===== src/rtl/isqrt_result_buffer_pkg.sv =====
`default_nettype none
// +----------------------------------------------------------------------+
// | isqrt_result_buffer_pkg : shared defaults and pointer helper          |
// | Rev 1.0                                                               |
// +----------------------------------------------------------------------+
package isqrt_result_buffer_pkg;

    localparam int unsigned DEFAULT_DEPTH = 16;
    localparam int unsigned DEFAULT_W     = 16;

    // Wrap-bit pointers: full when only the bit above the index differs.
    function automatic logic ptrs_full(input logic [31:0] wr, input logic [31:0] rd,
                                       input int unsigned aw);
        logic [31:0] msb;
        logic [31:0] mask;
        msb  = 32'd1 << aw;
        mask = (msb << 1) - 32'd1;
        return ((wr ^ rd) & mask) == msb;
    endfunction

endpackage
`default_nettype wire


===== src/rtl/isqrt_result_buffer_sync_fifo.sv =====
`default_nettype none
// +----------------------------------------------------------------------+
// | isqrt_sync_fifo : show-ahead result FIFO with sticky overflow flag    |
// | Rev 1.0                                                               |
// +----------------------------------------------------------------------+
module isqrt_sync_fifo
    import isqrt_result_buffer_pkg::*;
#(
    parameter int unsigned DEPTH = DEFAULT_DEPTH,
    parameter int unsigned W     = DEFAULT_W
) (
    input  logic                     clock,
    input  logic                     reset,
    input  logic                     push,
    input  logic [W-1:0]             push_data,
    input  logic                     pop_req,
    output logic                     out_valid,
    output logic [W-1:0]             out_y,
    output logic                     pop,
    output logic [$clog2(DEPTH):0]   count,
    output logic                     overflow
);

    localparam int unsigned AW = $clog2(DEPTH);
    localparam logic [AW:0] PTR_ONE = {{AW{1'b0}}, 1'b1};

    logic [W-1:0] mem_q [DEPTH];
    logic [AW:0]  wr_ptr_q, wr_ptr_d;
    logic [AW:0]  rd_ptr_q, rd_ptr_d;
    logic         overflow_q, overflow_d;
    logic         empty;
    logic         full;
    logic         push_ok;

    assign empty     = (wr_ptr_q == rd_ptr_q);
    assign full      = ptrs_full(32'(wr_ptr_q), 32'(rd_ptr_q), AW);
    assign pop       = pop_req & ~empty;
    // A full FIFO still takes a push when the head leaves in the same cycle.
    assign push_ok   = push & (~full | pop);

    assign out_valid = ~empty;
    assign out_y     = mem_q[rd_ptr_q[AW-1:0]];
    assign count     = wr_ptr_q - rd_ptr_q;
    assign overflow  = overflow_q;

    always_comb begin
        wr_ptr_d   = wr_ptr_q;
        rd_ptr_d   = rd_ptr_q;
        overflow_d = overflow_q;
        if (push_ok) begin
            wr_ptr_d = wr_ptr_q + PTR_ONE;
        end
        if (pop) begin
            rd_ptr_d = rd_ptr_q + PTR_ONE;
        end
        if (push && !push_ok) begin
            overflow_d = 1'b1;
        end
    end

    always_ff @(posedge clock or posedge reset) begin
        if (reset) begin
            wr_ptr_q   <= '0;
            rd_ptr_q   <= '0;
            overflow_q <= 1'b0;
            mem_q      <= '{default: '0};
        end else begin
            wr_ptr_q   <= wr_ptr_d;
            rd_ptr_q   <= rd_ptr_d;
            overflow_q <= overflow_d;
            if (push_ok) begin
                mem_q[wr_ptr_q[AW-1:0]] <= push_data;
            end
        end
    end

endmodule
`default_nettype wire


===== src/rtl/isqrt_result_buffer.sv =====
`default_nettype none
// +----------------------------------------------------------------------+
// | isqrt_result_buffer : credit-gated issue to the isqrt pipeline plus   |
// | buffered valid/ready result delivery                                  |
// | Rev 1.0                                                               |
// +----------------------------------------------------------------------+
module isqrt_result_buffer
    import isqrt_result_buffer_pkg::*;
#(
    parameter int unsigned DEPTH = DEFAULT_DEPTH,
    parameter int unsigned W     = DEFAULT_W
) (
    input  logic                     clock,
    input  logic                     reset,
    input  logic                     req_valid,
    output logic                     req_ready,
    output logic                     run,
    input  logic                     pipe_ready,
    input  logic [W-1:0]             pipe_y,
    output logic                     out_valid,
    input  logic                     out_ready,
    output logic [W-1:0]             out_y,
    output logic [$clog2(DEPTH):0]   count,
    output logic                     overflow
);

    localparam int unsigned AW = $clog2(DEPTH);
    localparam logic [AW:0] CREDITS_INIT = (AW+1)'(DEPTH);
    localparam logic [AW:0] CREDIT_ONE   = {{AW{1'b0}}, 1'b1};

    logic [AW:0] credits_q, credits_d;
    logic        pop;

    // Every credit is a reserved FIFO slot, so the pipeline never needs backpressure.
    assign req_ready = (credits_q != '0);
    assign run       = req_valid & req_ready;

    always_comb begin
        credits_d = credits_q;
        if (run && !pop) begin
            credits_d = credits_q - CREDIT_ONE;
        end else if (pop && !run && (credits_q != CREDITS_INIT)) begin
            credits_d = credits_q + CREDIT_ONE;
        end
    end

    always_ff @(posedge clock or posedge reset) begin
        if (reset) begin
            credits_q <= CREDITS_INIT;
        end else begin
            credits_q <= credits_d;
        end
    end

    isqrt_sync_fifo #(
        .DEPTH (DEPTH),
        .W     (W)
    ) u_fifo (
        .clock     (clock),
        .reset     (reset),
        .push      (pipe_ready),
        .push_data (pipe_y),
        .pop_req   (out_ready),
        .out_valid (out_valid),
        .out_y     (out_y),
        .pop       (pop),
        .count     (count),
        .overflow  (overflow)
    );

endmodule
`default_nettype wire

===== config.mk =====
export PLATFORM = sky130hd
export DESIGN_NAME = isqrt_result_buffer
export DESIGN_NICKNAME = d
export VERILOG_FILES = /design/src/rtl/isqrt_result_buffer_pkg.sv /design/src/rtl/isqrt_result_buffer_sync_fifo.sv /design/src/rtl/isqrt_result_buffer.sv
export SDC_FILE = /design/constraint.sdc
export NUM_CORES = 1
export LEC_CHECK = 0
export ABC_AREA = 1
export CORE_MARGIN = 2
export CORE_UTILIZATION = 32
export DETAILED_ROUTE_END_ITERATION = 12
export PLACE_DENSITY = 0.57
export SETUP_SLACK_MARGIN = 0.05
export SLEW_MARGIN = 10
export SYNTH_ARGS = -nofsm -noshare
export SYNTH_HDL_FRONTEND = slang
export SYNTH_HIERARCHICAL = 1
export SYNTH_SLANG_ARGS = --single-unit

===== constraint.sdc =====
create_clock -name clock -period 11.75 [get_ports clock]
set_clock_uncertainty 0.1 [all_clocks]
set_input_delay 1.7625 -clock clock [delete_from_list [all_inputs] [get_ports clock]]
set_output_delay 1.7625 -clock clock [all_outputs]
set_load 0.02 [all_outputs]

=== After elaboration in Yosys (flattened, before gate mapping) ===
Cells that the tools add are included.
Widths: inputs -> output; s select.

* Add/subtract/negate cells: 5
* Order comparisons: 3
* Equality and inequality tests: 3
* Multiplexer cells: 8
* Bitwise operators: 9
* Reduce and logical (&&, ||, !) cells: 10

{| class="wikitable"
|+ Operator list
! cell !! number
|-
| $bwmux 256 || 1
|-
| $bmux 16 s4 || 1
|-
| $demux 16 s4 || 1
|-
| $mux 16 || 3
|-
| $add 5x1->5 const B || 3
|-
| $ge 5x5->1 const B || 2
|-
| $mux 5 || 2
|-
| $not 4->5 || 2
|-
| $eq 5x5->1 || 1
|-
| $eq 5x5->1 const B || 1
|-
| $logic_and 1x1->1 || 5
|-
| $lt 5x1->1 const B || 1
|-
| $ne 5x5->1 const B || 1
|-
| $reduce_bool 5->1 || 1
|-
| $sub 5x1->5 const B || 1
|-
| $sub 5x5->5 || 1
|-
| $xor 5x5->5 || 1
|-
| $and 1x1->1 || 3
|-
| $logic_not 1->1 || 3
|-
| $not 1->1 || 2
|-
| $reduce_bool 2->1 || 1
|-
| $or 1x1->1 || 1
|}

* Flip-flop bits (word level): 272
* Output and inout bits: 25
* Logic and storage cells: 58

=== Longest topological paths before layout ===
* Word-level depth: 7
* Mapped depth: 18

=== Hierarchy ===
Netlist, hierarchy kept.

{| class="wikitable"
|+ By module, submodules not included
! module !! instances !! cells an instance !! area an instance (um2) !! seq. area each (um2)
|-
| isqrt_sync_fifo || 1 || 2114 || 15157.0 || 6681.4
|-
| isqrt_result_buffer || 1 || 52 || 456.7 || 126.4
|}

=== Worst setup path before layout ===
No wires, ideal clock.

* Path kind: in2out
* Start: input port req_valid
* End: output port run
* Arrival: 1.939 ns
* Data required time: 9.888 ns
* Path slack: 7.948 ns
* Stages: 2
* Path buffers: 0
* Path through: nand2_4 -> inv_4

* Cells in the longest elaborated chain, start to end: 1

{| class="wikitable"
|+ RTL lines
! item !! RTL line !! RTL
|-
| start: declaration || isqrt_result_buffer.sv:15 || <nowiki>input logic req_valid,</nowiki>
|-
| $and 1x1->1 || isqrt_result_buffer.sv:36 || <nowiki>assign run = req_valid & req_ready;</nowiki>
|-
| end: declaration || isqrt_result_buffer.sv:17 || <nowiki>output logic run,</nowiki>
|}

Every way passes these cells.

=== Worst setup path in the final report ===
* Start: register u_fifo.rd_ptr_q[2]
* End: output port count[4]

* Cells in the longest elaborated chain, start to end: 1

{| class="wikitable"
|+ RTL lines
! item !! RTL line !! RTL
|-
| start: declaration || isqrt_result_buffer_sync_fifo.sv:29 || <nowiki>logic [AW:0] rd_ptr_q, rd_ptr_d;</nowiki>
|-
| start signal: assignment || isqrt_result_buffer_sync_fifo.sv:69 || <nowiki>rd_ptr_q <= rd_ptr_d;</nowiki>
|-
| $sub 5x5->5 || isqrt_result_buffer_sync_fifo.sv:43 || <nowiki>assign count = wr_ptr_q - rd_ptr_q;</nowiki>
|-
| end: declaration || isqrt_result_buffer.sv:23 || <nowiki>output logic [$clog2(DEPTH):0] count,</nowiki>
|}

Every way passes these cells.

==> flow_metrics.py <==
metrics = {
    "timing": {
        "period_needed_ps": 6170,
        "max-slew-margin-rel_pct": 18.9,
        "tns_ps": 0,
        "hold_viol": 0,
        "setup_violations": 0,
        "drv_slew": 0,
        "fmax_mhz": 162,
        "rsz0062_at_grt": "no",
        "min_period_over_period_pct": 52.6,
        "tightest_slew_ps": 1210,
    },
    "global_routing": {
        "grt_pass1_wl_um": 78900,
        "antenna_found_initial": 0,
        "grtUsageTotal_pct": 19.8,
        "grt-ovfl-total": 0,
        "first_global_vias": 13379,
        "grt_start_max_net_pins": 164,
    },
    "power_and_ir_drop": {
        "irDropWorstVdd_uv": 272,
        "seqPwrFrac_pct": 33.3,
        "power_density_nw_per_um2": 283,
        "p_clk_share_pct": 21.4,
        "p_int_w": 0.00270,
        "swShare_pct": 44.3,
        "power_frac_comb_pct": 45.3,
        "p_switching_w": 0.00214,
        "finalPower_w": 0.00484,
        "leakagePower_nw": 9.08,
    },
    "route": {
        "ant_nets": 0,
        "vias": 13968,
        "firstDrtPassIters": 7,
        "dr_wl_met2_um": 22200,
        "highest_layer": "met4",
        "route.met3.wl_um": 3280,
        "drc": 0,
        "wl_met1_um": 22700,
        "first_iter_violations": 1434,
        "via_per_inst": 5.11,
        "routed_wl_um": 49300,
        "wl_per_cell_um": 18.1,
    },
    "finish": {
        "fin_area_sq_um": 17100,
        "area_growth_pct": 9.66,
        "antenna_cells": 0,
        "final_common_cell": "nand2_1",
        "fillers": 5068,
        "mostFrequentLayoutCells": "936 x nand2_1, 269 x dfrtp_1, 262 x inv_1",
        "drive_gt1_share_pct": 5.81,
        "final_nets": 2127,
    },
    "placement": {
        "dpl_cell_area_sq_um": 16000,
        "port_buffers": 45,
        "gp_congestion": 0.828,
        "hpwlAfterDp_um": 29100,
    },
    "clocking": {
        "cts_setup_buffers": 0,
        "worstSkewPairLatency_ps": 540,
        "cts_tree": "done",
        "cts-resized-gates": 0,
        "htreeDepth": 2,
        "clkTransAtPathRegs_ps": 50,
        "cts-root-buf": "clkbuf_16",
        "cts_buffer_depth": 3,
        "cts_buffers": 35,
        "holdBufCountCts": 0,
        "cts.sinks": 272,
    },
    "worst_setup_path": {
        "path_max_fanout": 22,
        "criticalPathCategory": "reg2out",
        "arrival_ps": 4310,
        "cp-start-kind": "flip-flop",
        "worstPathRequired_ps": 9890,
        "endpoint_kind": "output port",
    },
    "logic_synthesis": {
        "syn_nets": 2201,
        "synth_top_family_by_area": "simple AND/OR/NAND/NOR gates",
        "muxShareOfSynthArea_pct": 0,
        "synth_seq_cells": 272,
        "ys_seq_area_share_pct": 43.6,
        "yosys.area_share.xor_xnor_pct": 0.673,
        "synth_edf_count": 0,
        "synthSimpleGateAreaFrac_pct": 41.2,
        "yosysWarningCount": 6,
        "syn_area_sq_um": 15600,
        "synthDistinctLibCells": 31,
        "synth_compound_area_share_pct": 0.489,
        "synthArstFlopShare_pct": 100,
        "avgSynthCellArea_sq_um": 7.21,
        "synthCells": 2166,
        "synthAdderAreaFrac_pct": 1.22,
        "synth_ff_type": "dfrtp_1",
    },
    "floorplan": {
        "rows": 80,
        "coreArea_sq_um": 47900,
        "die_x_um": 225,
        "die_h_um": 225,
        "ioPinCount": 46,
        "dieArea_sq_um": 50600,
        "initial_utilization_pct": 32.6,
    },
    "flow_run": {
        "maxCapViolCount": 0,
    },
    "outcome": {
        "status": "completed",
    },
    "worst_hold_path": {
        "hold_class": "reg2reg",
    },
}
-- final timing paths --
kind / start / endpoint / slack, ps / cells past startpoint
hold / removal: u_fifo/mem_q[38] / u_fifo/mem_q[38] / 370 / 2
hold reg to reg: u_fifo/mem_q[38] / u_fifo/mem_q[38] / 370 / 2
max in group asynchronous: reset / u_fifo/rd_ptr_q[0] / 8380 / 3
setup reg to reg: u_fifo/rd_ptr_q[2] / u_fifo/mem_q[167] / 5720 / 10
setup / recovery: u_fifo/rd_ptr_q[2] / count[4] / 5580 / 6
min in group asynchronous: reset / credits_q[2] / 1530 / 2
-- cells by family (layout without fill, tap and decap cells) --
kind of cell | Yosys count | in the layout
AO/OA/AOI/OAI | 14 | 14
XOR/XNOR | 12 | 12
adder cells (fa/ha/maj) | 14 | 14
buffers and inverters | 444 | 396
flip-flops | 272 | 272
AND/OR/NAND/NOR | 1410 | 1410
-- critical path, cell delays in order, from the launching register on --
cell and delay, ps:
dfrtp_1 990, clkinv_1 980, ha_1 670, nand2_1 120
o21ai_0 230, xor2_1 170, clkdlybuf4s50_1 620
-- Yosys cell counts, types with 7 or more instances --
library cell,count,area [sq um]
nand3_2,13,130
nand2_1,936,3510
dfrtp_1,271,6780
buf_6,27,304
clkbuf_1,64,240
ha_1,12,150
buf_4,12,90.1
buf_1,19,71.3
o21ai_0,7,35.0
xor2_1,8,70.1
buf_2,51,255
inv_1,265,995
nor2_2,14,87.6
nand4_1,257,1610
nand3_1,169,846
-- state kept, by name (all words and copies together), names as in the netlist --
register	flops
credits_q	5
u_fifo/wr_ptr_q	5
u_fifo/overflow	1
u_fifo/rd_ptr_q	5
u_fifo/mem_q	256
-- layer usage --
| metal | up-vias | track usage, % |
|---|---|---|
| met5 | - | 0 |
| met4 | 0 | 6.58 |
| met3 | 80 | 2.84 |
| met2 | 464 | 30.0 |
| met1 | 6709 | 28.9 |
| li1 | 6715 | - |
-- cell type report --
| cell class | instances | area, sq um | share of cell area [%] |
|---|---|---|---|
| Sequential cell | 272 | 6810 | 39.8 |
| Multi-Input combinational cell | 1450 | 6810 | 39.8 |
| Clock buffer | 59 | 1070 | 6.24 |
| Inverter | 271 | 1040 | 6.09 |
| Tap cell | 615 | 769 | 4.49 |
| Timing Repair Buffer | 62 | 594 | 3.47 |
| Clock inverter | 4 | 22.5 | 0.132 |
-- per-stage QoR --
stage | hold slack (ps) | worst slack (ps) | utilization [%] | cells
2_1_floorplan | 342 | 2530 | - | 2166
3_3_place_gp | 353 | 6030 | 33.4 | 2670
3_5_place_dp | 358 | 5890 | 33.4 | 2670
4_1_cts | 372 | 5640 | 35.7 | 2733
5_1_grt | 377 | 5400 | 35.7 | 2733
6_report | 369 | 5580 | 35.7 | 2733
-- power by group through the flow --
stage / Clock [W] / Combinational [W] / Sequential (W)
finish: 0.00104 / 0.00219 / 0.00161
global route: 0.00110 / 0.00247 / 0.00166
CTS: 0.00106 / 0.00219 / 0.00161
detailed placement: 0 / 0.00218 / 0.00162
global placement: 0 / 0.00215 / 0.00161
floorplan: 0 / 0.00158 / 0.00151
(Power assumes the default switching activity.)
